**config.mk**
```make
export PLATFORM = sky130hd
export DESIGN_NAME = pe_stream_driver
export DESIGN_NICKNAME = d
export VERILOG_FILES = /design/src/rtl/pe_driver_pkg.sv /design/src/rtl/pe_feed_channel.sv /design/src/rtl/pe_stream_driver.sv
export SDC_FILE = /design/constraint.sdc
export NUM_CORES = 1
export LEC_CHECK = 0
export ABC_AREA = 0
export CORE_AREA = 5 5 195 197
export CTS_CLUSTER_DIAMETER = 120
export DETAILED_ROUTE_END_ITERATION = 10
export DIE_AREA = 0 0 200 202
export GPL_ROUTABILITY_DRIVEN = 0
export GPL_TIMING_DRIVEN = 0
export HOLD_SLACK_MARGIN = 0.12
export SYNTH_ARGS = -nofsm -noshare
export SYNTH_HDL_FRONTEND = slang
export SYNTH_SLANG_ARGS = --single-unit
export TNS_END_PERCENT = 30
```
**constraint.sdc**
```tcl
create_clock -name clk -period 2.3 [get_ports clk]
set_input_delay 0.46 -clock clk [delete_from_list [all_inputs] [get_ports clk]]
set_output_delay 0.46 -clock clk [all_outputs]
set_load 0.02 [all_outputs]
```
**src/rtl/pe_driver_pkg.sv**
```systemverilog
// Package for the PE stream driver: run-state encoding and default widths.
package pe_driver_pkg;

  localparam int unsigned DEF_DATA_WIDTH_IFMAP  = 16;
  localparam int unsigned DEF_DATA_WIDTH_FILTER = 64;
  localparam int unsigned DEF_DATA_WIDTH_PSUM   = 64;
  localparam int unsigned DEF_COUNT_WIDTH       = 16;

  typedef enum logic [1:0] {
    IDLE = 2'd0,
    RUN  = 2'd1,
    DONE = 2'd2
  } state_t;

endpackage

```
**src/rtl/pe_feed_channel.sv**
```systemverilog
// One feed channel of the PE stream driver: holds the remaining-word counter
// and gates the valid/ready source handshake into the PE FIFO push port.
// Ports:
//   clk, reset       clock, synchronous active-high reset
//   clear            drop the remaining count (run aborted)
//   load/load_count  latch a new remaining count
//   run              driver is in RUN
//   src_*            valid/ready source side
//   data, push       PE FIFO write side (data passed straight through)
//   fifo_full        PE FIFO full flag
//   rem_zero         no words left to send
module pe_feed_channel
  import pe_driver_pkg::*;
#(
  parameter int unsigned WIDTH       = DEF_DATA_WIDTH_IFMAP,
  parameter int unsigned COUNT_WIDTH = DEF_COUNT_WIDTH
) (
  input  logic                   clk,
  input  logic                   reset,
  input  logic                   clear,
  input  logic                   load,
  input  logic [COUNT_WIDTH-1:0] load_count,
  input  logic                   run,
  input  logic [WIDTH-1:0]       src_data,
  input  logic                   src_valid,
  output logic                   src_ready,
  output logic [WIDTH-1:0]       data,
  output logic                   push,
  input  logic                   fifo_full,
  output logic                   rem_zero
);

  logic [COUNT_WIDTH-1:0] rem_q;

  always_comb begin
    rem_zero  = (rem_q == '0);
    src_ready = run & ~fifo_full & ~rem_zero;
    push      = src_ready & src_valid;
    data      = src_data;
  end

  always_ff @(posedge clk) begin
    if (reset || clear) begin
      rem_q <= '0;
    end else if (load) begin
      rem_q <= load_count;
    end else if (push) begin
      rem_q <= rem_q - COUNT_WIDTH'(1);
    end
  end

endmodule

```
**src/rtl/pe_stream_driver.sv**
```systemverilog
// Upstream/downstream driver for one PE wrapper. Streams a programmed number
// of ifmap, filter and ipsum words from valid/ready sources into the PE FIFO
// push ports and drains a programmed number of opsum words from the PE pop
// port into a valid/ready sink; pulses done once every stream has completed.
// Ports:
//   clk, reset                 clock, synchronous active-high reset
//   configure, *_count         latch per-stream word counts (IDLE only)
//   start, busy, done          run control / status
//   src_{ifmap,filter,ipsum}_* valid/ready sources
//   {ifmap,filter,ipsum}, push_*, *_fifo_full  PE FIFO write ports
//   opsum, pop_opsum, opsum_fifo_empty         PE FIFO read port
//   dst_opsum_*                valid/ready sink
//   abort                      only with PE_DRIVER_ABORT_EN: cancel a run
// Build option: define PE_DRIVER_ABORT_EN to add the abort input.
module pe_stream_driver
  import pe_driver_pkg::*;
#(
  parameter int unsigned DATA_WIDTH_IFMAP  = DEF_DATA_WIDTH_IFMAP,
  parameter int unsigned DATA_WIDTH_FILTER = DEF_DATA_WIDTH_FILTER,
  parameter int unsigned DATA_WIDTH_PSUM   = DEF_DATA_WIDTH_PSUM,
  parameter int unsigned COUNT_WIDTH       = DEF_COUNT_WIDTH
) (
  input  logic                         clk,
  input  logic                         reset,
`ifdef PE_DRIVER_ABORT_EN
  input  logic                         abort,
`endif
  input  logic                         configure,
  input  logic [COUNT_WIDTH-1:0]       ifmap_count,
  input  logic [COUNT_WIDTH-1:0]       filter_count,
  input  logic [COUNT_WIDTH-1:0]       ipsum_count,
  input  logic [COUNT_WIDTH-1:0]       opsum_count,
  input  logic                         start,
  output logic                         busy,
  output logic                         done,
  input  logic [DATA_WIDTH_IFMAP-1:0]  src_ifmap_data,
  input  logic                         src_ifmap_valid,
  output logic                         src_ifmap_ready,
  input  logic [DATA_WIDTH_FILTER-1:0] src_filter_data,
  input  logic                         src_filter_valid,
  output logic                         src_filter_ready,
  input  logic [DATA_WIDTH_PSUM-1:0]   src_ipsum_data,
  input  logic                         src_ipsum_valid,
  output logic                         src_ipsum_ready,
  output logic [DATA_WIDTH_IFMAP-1:0]  ifmap,
  output logic                         push_ifmap,
  input  logic                         ifmap_fifo_full,
  output logic [DATA_WIDTH_FILTER-1:0] filter,
  output logic                         push_filter,
  input  logic                         filter_fifo_full,
  output logic [DATA_WIDTH_PSUM-1:0]   ipsum,
  output logic                         push_ipsum,
  input  logic                         ipsum_fifo_full,
  input  logic [DATA_WIDTH_PSUM-1:0]   opsum,
  output logic                         pop_opsum,
  input  logic                         opsum_fifo_empty,
  output logic [DATA_WIDTH_PSUM-1:0]   dst_opsum_data,
  output logic                         dst_opsum_valid,
  input  logic                         dst_opsum_ready
);

  state_t                 state_q;
  logic                   run;
  logic                   load;
  logic                   abort_run;
  logic                   ifmap_zero;
  logic                   filter_zero;
  logic                   ipsum_zero;
  logic                   all_zero;
  logic                   complete;
  logic [COUNT_WIDTH-1:0] rem_opsum_q;
  logic                   pend_q;
  logic                   dst_valid_q;
  logic [DATA_WIDTH_PSUM-1:0] dst_data_q;

  always_comb begin
    run  = (state_q == RUN);
    load = configure & (state_q == IDLE);
  end

`ifdef PE_DRIVER_ABORT_EN
  always_comb abort_run = abort & (state_q == RUN);
`else
  always_comb abort_run = 1'b0;
`endif

  pe_feed_channel #(.WIDTH(DATA_WIDTH_IFMAP), .COUNT_WIDTH(COUNT_WIDTH)) u_ifmap (
    .clk(clk), .reset(reset), .clear(abort_run), .load(load), .load_count(ifmap_count),
    .run(run), .src_data(src_ifmap_data), .src_valid(src_ifmap_valid),
    .src_ready(src_ifmap_ready), .data(ifmap), .push(push_ifmap),
    .fifo_full(ifmap_fifo_full), .rem_zero(ifmap_zero)
  );

  pe_feed_channel #(.WIDTH(DATA_WIDTH_FILTER), .COUNT_WIDTH(COUNT_WIDTH)) u_filter (
    .clk(clk), .reset(reset), .clear(abort_run), .load(load), .load_count(filter_count),
    .run(run), .src_data(src_filter_data), .src_valid(src_filter_valid),
    .src_ready(src_filter_ready), .data(filter), .push(push_filter),
    .fifo_full(filter_fifo_full), .rem_zero(filter_zero)
  );

  pe_feed_channel #(.WIDTH(DATA_WIDTH_PSUM), .COUNT_WIDTH(COUNT_WIDTH)) u_ipsum (
    .clk(clk), .reset(reset), .clear(abort_run), .load(load), .load_count(ipsum_count),
    .run(run), .src_data(src_ipsum_data), .src_valid(src_ipsum_valid),
    .src_ready(src_ipsum_ready), .data(ipsum), .push(push_ipsum),
    .fifo_full(ipsum_fifo_full), .rem_zero(ipsum_zero)
  );

  // Only one pop in flight: the PE FIFO read is registered, so the word is
  // captured in the cycle after the pop (pend_q) and a new pop waits for that.
  always_comb begin
    pop_opsum = run & ~opsum_fifo_empty & (rem_opsum_q != '0) & ~pend_q &
                (~dst_valid_q | dst_opsum_ready);
    all_zero  = ifmap_zero & filter_zero & ipsum_zero & (rem_opsum_q == '0);
    complete  = all_zero & ~pend_q & (~dst_valid_q | dst_opsum_ready);
    busy            = (state_q == RUN);
    done            = (state_q == DONE);
    dst_opsum_valid = dst_valid_q;
    dst_opsum_data  = dst_data_q;
  end

  always_ff @(posedge clk) begin
    if (reset || abort_run) begin
      rem_opsum_q <= '0;
      pend_q      <= 1'b0;
      dst_valid_q <= 1'b0;
      dst_data_q  <= '0;
    end else begin
      pend_q <= pop_opsum;
      if (load) begin
        rem_opsum_q <= opsum_count;
      end else if (pend_q) begin
        rem_opsum_q <= rem_opsum_q - COUNT_WIDTH'(1);
      end
      if (pend_q) begin
        dst_data_q  <= opsum;
        dst_valid_q <= 1'b1;
      end else if (dst_opsum_ready) begin
        dst_valid_q <= 1'b0;
      end
    end
  end

  always_ff @(posedge clk) begin
    if (reset) begin
      state_q <= IDLE;
    end else begin
      case (state_q)
        IDLE: begin
          if (start) state_q <= all_zero ? DONE : RUN;
        end
        RUN: begin
          if (abort_run)     state_q <= IDLE;
          else if (complete) state_q <= DONE;
        end
        DONE:    state_q <= IDLE;
        default: state_q <= IDLE;
      endcase
    end
  end

endmodule

```
# Yosys cells after proc, flatten, opt, wreduce, memory -nomap -nowiden

Cells that the tools add are included.

Register bits after elaboration: 132
Bits in latches: 0
Memory bits (writable): 0
Memory bits (read-only): 0
Output and inout bits: 218
Logic and storage cells: 71
Memories: 0

Add/sub/neg operators: 4
Multiply operators: 0
Divide/modulo/power cells: 0
Order comparisons: 0
Eq/ne operators: 4
Shift operators: 0
Mux-type cells: 14
Bitwise gates (word level): 29
Reductions and logical operators: 12

Operators with widths:

| operator              | number |
|---|---|
| $mux 16               | 8 |
| $logic_not 16->1      | 4 |
| $sub 16x1->16 const B | 4 |
| $and 1x1->1           | 19 |
| $reduce_bool 16->1    | 1 |
| $reduce_bool 2->1     | 5 |
| $not 1->1             | 9 |
| $mux 2                | 3 |
| $pmux 2 s2            | 1 |
| $eq 2x1->1 const B    | 1 |
| $eq 2x2->1 const B    | 1 |
| $logic_not 2->1       | 1 |
| $mux 1                | 2 |
| $ne 2x1->1 const B    | 1 |
| $ne 2x2->1 const B    | 1 |
| $reduce_and 2->1      | 1 |
| $or 1x1->1            | 1 |

# Depth between registers and ports, before layout

Word-level depth: 8
Gate-level depth with buffers: 9
Mapped depth without buffers: 8

# Hierarchy

From an unflattened synthesis, not the netlist that was laid out.

Cell total of the unflattened synthesis: 835
Area, all modules: 7569.8 um^2

Modules (own cells, without submodules):

| module                         | times used | cells an instance | area each (um^2) | sequential area each (um^2) |
|---|---|---|---|---|
| pe_stream_driver               | 1          | 337               | 3373.2           | 1681.6 |
| pe_feed_channel (u_filter ...) | 2          | 182               | 1519.0           | 320.3 |
| pe_feed_channel (u_ifmap)      | 1          | 134               | 1158.6           | 320.3 |

# Worst setup path before layout

No wires, ideal clock.

Path kind: reg-to-reg
Start: reg u_ifmap.rem_q[0]
End: reg state_q[0]
Library setup time: 0.134 ns
Data arrival time: 2.355 ns
Path slack: -0.188 ns
Cell stages (with the launch flop): 9
Period minus slack after synthesis: 2.488 ns
Cells stage by stage: dfxtp_1 > inv_1 > ha_1 > or3b_2 > or4_4 > buf_6 > or4_4 > o21ai_1 > a211oi_1

Longest elaborated chain between the ends: 8

Ends and longest elaborated chain:

| element                       | RTL line                | text |
|---|---|---|
| from (decl)                   | pe_feed_channel.sv:33   | `logic [COUNT_WIDTH-1:0] rem_q;` |
| from (signal assigned)        | pe_feed_channel.sv:46   | `rem_q <= load_count;` |
| from (signal assigned)        | pe_feed_channel.sv:48   | `rem_q <= rem_q - COUNT_WIDTH'(1);` |
| $logic_not 16->1 (*)          | pe_feed_channel.sv:36   | `rem_zero = (rem_q == '0);` |
| $and 1x1->1 (*) (3 in series) | pe_stream_driver.sv:113 | `all_zero = ifmap_zero & filter_zero & ipsum_zero & (rem_opsum_q == '0);` |
| $and 1x1->1 (2 in series)     | pe_stream_driver.sv:114 | `complete = all_zero & ~pend_q & (~dst_valid_q \| dst_opsum_ready);` |
| $ne 2x1->1 (no line)          | -                       |  |
| $reduce_and 2->1 (no line)    | -                       |  |
| to (signal assigned)          | pe_stream_driver.sv:149 | `if (start) state_q <= all_zero ? DONE : RUN;` |
| to (decl)                     | pe_stream_driver.sv:62  | `state_t state_q;` |

Mark *: on every way between the ends. The rest lies on a longest branch, timed or not. The select of a mux whose other input is x is not followed.
A chain may end at the register's enable or synchronous reset.

# Worst setup path in the final report

Start: reg u_ifmap.rem_q[8]
End: out src_ifmap_ready

Longest elaborated chain between the ends: 3

Ends and longest elaborated chain:

| element          | RTL line               | text |
|---|---|---|
| $logic_not 16->1 | pe_feed_channel.sv:36  |  |
| $not 1->1        | pe_feed_channel.sv:37  | `src_ready = run & ~fifo_full & ~rem_zero;` |
| $and 1x1->1      | pe_feed_channel.sv:37  |  |
| to (decl)        | pe_stream_driver.sv:38 | `output logic src_ifmap_ready,` |

No other way between the ends.

==> qor.yml <==
critPathKind: "register to output pin"
first_iter_violations: 407
hold_path_end: "dst_opsum_data[21]"
timing.reg2reg.setup_slack_ns: -0.26
grt_pass1_vias: 7496
synthCells: 833
grt_pass1_wl_um: 44500
r2r_start: "u_ifmap.rem_q[8]"
via_count: 7463
dieArea_um2: 40400
seq_area_frac_synth: 0.363
detailed_place_hpwl_um: 24200
fin_ws_ns: -0.423
first_pass_iters: 4
yosysTopAreaCellShare: 0.363
drcViolationCount: 0
num_rows: 70
die_w_um: 200
core_area_um2: 36100
root_buffer: "clkbuf_16"
hold_buffers: 0
synth.distinct_cells: 57
peakVddDrop_mv: 0.521
holdWs_ns: 0.490
skew_ns: 0.0106
synth.cell_area_um2: 7280
drv_cap: 0
crit_slowest_cell: "or4_4"
drive_gt1_frac: 0.237
routedWlPerCell_um: 18.2
min_path_cells: 2
syn_nets: 1125
cts_buffers: 17
ant_nets: 0
synth-xor-area-share: 0.0385
slew_headroom: 0.419
cp.required_ns: 1.84
fp.dieH_um: 202
initial_core_util: 0.202
n_antenna_cell: 0
portBuffers: 356
crit_chain: "or4_4 > or4_4 > buf_8 > nor3b_1 > buf_2"
final_max_slew_viol_count: 0
dpl.cell_count: 1657
async_flop_share: 0
insertion_delay_ns: 0.44
crit_path_frequent_cell: "or4_4"
crit_path_end_kind: "output pin"
synth_ff_type: "dfxtp_1"
area_growth_pct: 72.7
antenna_found_initial: 1
reg2regPathDepth: 7
crit_path_max_fanout: 5
synth_mux_area_frac: 0.0985
h-tree-depth: 4
dp_slack_ns: -1.11
path_clk_slew_ns: 0.06
ys_seq_elements: 132
cts_num_sinks: 132
crit_path_start_kind: "register"
violations: "negative setup slack"
min_from: "dst_opsum_data[21]"
grt-ovfl-total: 0
hold_viol: 0
cts_tree: "yes"
io_pins: 502
synth_area_leaders: "dfxtp_1, buf_4, mux2i_1"
clock_path_buffers: 2
post-route-cell-area_um2: 12600
final_cells: 1716
crit_arrival_ns: 2.26
yosys_warnings: 0
synth-compound-area-share: 0.111
slowest_delay_ns: 0.55
synthSimpleGateAreaFrac: 0.194
synth_top_family_by_area: "simple AND/OR/NAND/NOR gates"
synthAdderAreaFrac: 0.0138
run_status: "complete, but fails checks"
rr_endpoint: "state_q[0]"
grt_max_degree: 17
crit_buf_inv: 2
worstHoldPathType: "register to register"
max_freq_ghz: 0.367
fin_crit_sh: 1.18
cellPowerDensity_nw_per_um2: 582
vias_per_cell: 4.35
placed_area_um2: 11400
yosysTopAreaCell: "dfxtp_1"
synth.avg_cell_area_um2: 8.73
routed_wl_um: 31200
setup_violations: 8
grt_setup_unrepaired: "yes"
grt.total_usage: 0.144
p_leak_nw: 4.78
worst_slew_pin_slew_ns: 0.871
final_nets: 1527
fin_crit_ns: 2.72
total_power_w: 0.00731
synth-edff-count: 0
cpLargestDelayFamily: "simple AND/OR/NAND/NOR gates"
==> placed cells by master, fill, tap and decap left out, types with 19 or more instances in the layout <==
cell               n
mux2i_1           66
dfxtp_1          117
nor2_1           143
clkdlybuf4s50_1  347
a211oi_1          35
clkbuf_1          22
buf_4            178
xor2_1            19
nor3_1            21
==> flip-flops by register name (all words and copies together) (netlist names) <==
| name | cells |
|---|---|
| pend_q | 1 |
| dst_opsum_data | 64 |
| state_q | 2 |
| dst_opsum_valid | 1 |
| u_ipsum.rem_q | 16 |
| rem_opsum_q | 16 |
| u_filter.rem_q | 16 |
| u_ifmap.rem_q | 16 |
==> what timing repair did <==
action	CTS	global route
setup buffers	22	12
setup endpoints to repair	73	51
resized for setup	111	27
pin swaps	17	14
==> worst reg2reg max path: stages, from the launching register on <==
cell      delay (ns)
dfxtp_2         0.34
or4_4           0.52
or4_4           0.55
buf_8           0.14
buf_4           0.17
or4_4           0.47
o21ai_2         0.15
a211oi_1        0.08
==> metrics by stage <==
stage	setup TNS [ns]	utilization
finish	-1.77	0.348
global route	-3.12	0.348
CTS	-2.43	0.344
detailed placement	-38.50	0.317
global placement	-46.53	0.317
floorplan	-0.138	-
==> cell families after synthesis <==
logic type | after synthesis
buffers and inverters | 203
AO/OA/AOI/OAI | 110
XOR/XNOR | 32
adder cells (fa/ha/maj) | 8
multiplexers | 71
flip-flops | 132
AND/OR/NAND/NOR | 277
==> cell type report <==
type	instances	area, µm²
clock buffer	18	429
sequential	132	2670
inverter	14	70.1
multi-input combinational	498	3580
fill	3744	23500
timing repair buffer	390	3820
clock inverter	14	164
tap	468	586
buffer	182	1250
==> synth_stat cells (3+ instances only) <==
| cell | number |
|---|---|
| buf_4 | 144 |
| nor2_1 | 144 |
| dfxtp_1 | 132 |
| mux2i_1 | 66 |
| a211oi_1 | 35 |
| clkbuf_1 | 31 |
| nor3_1 | 21 |
| xor2_1 | 19 |
| a21oi_1 | 17 |
| nand4_1 | 17 |
| or4_1 | 15 |
| a311oi_1 | 14 |
| nor4_1 | 14 |
| inv_1 | 13 |
| xnor2_1 | 13 |
| o21a_1 | 12 |
| buf_1 | 10 |
| nand2_1 | 9 |
| or3_1 | 9 |
| ha_1 | 8 |
| nor4b_1 | 8 |
| nand3_1 | 7 |
| mux2_2 | 5 |
| nor3b_1 | 5 |
| o21ai_0 | 5 |
| and2_1 | 4 |
| or3b_2 | 4 |
| a31oi_1 | 3 |
| and3_1 | 3 |
| buf_2 | 3 |
| nor2b_1 | 3 |
| o21ba_2 | 3 |
| o31ai_1 | 3 |
==> metal layers <==
metal | GRT usage | vias up | routed length, µm
li1 | - | 3602 | -
met1 | 0.173 | 3454 | 12200
met2 | 0.248 | 364 | 15600
met3 | 0.0403 | 41 | 2680
met4 | 0.0434 | 2 | 726
met5 | 0 | - | 13
==> worst max path at each step <==
stage	from	end	slack, ns	cells past startpoint
detailed placement	u_filter.rem_q[2]	push_filter	-1.11	6
CTS	u_ifmap.rem_q[1]	src_ifmap_ready	-0.50	7
floorplan	u_ifmap.rem_q[3]	state_q[0]	-0.07	7
finish	u_ifmap.rem_q[8]	src_ifmap_ready	-0.42	5
global route	u_ifmap.rem_q[8]	src_ifmap_ready	-0.49	5
global placement	ipsum_fifo_full	push_ipsum	-1.11	6
==> where the power goes <==
part,internal (W),leakage [nW],switching [W],total [W]
Combinational,0.00104,3.41,0.000865,0.00190
Clock,0.00163,0.281,0.00121,0.00284
Sequential,0.00242,1.09,0.000149,0.00257
Total,0.00509,4.78,0.00222,0.00731
No activity file was read; power rests on OpenSTA's default activity.
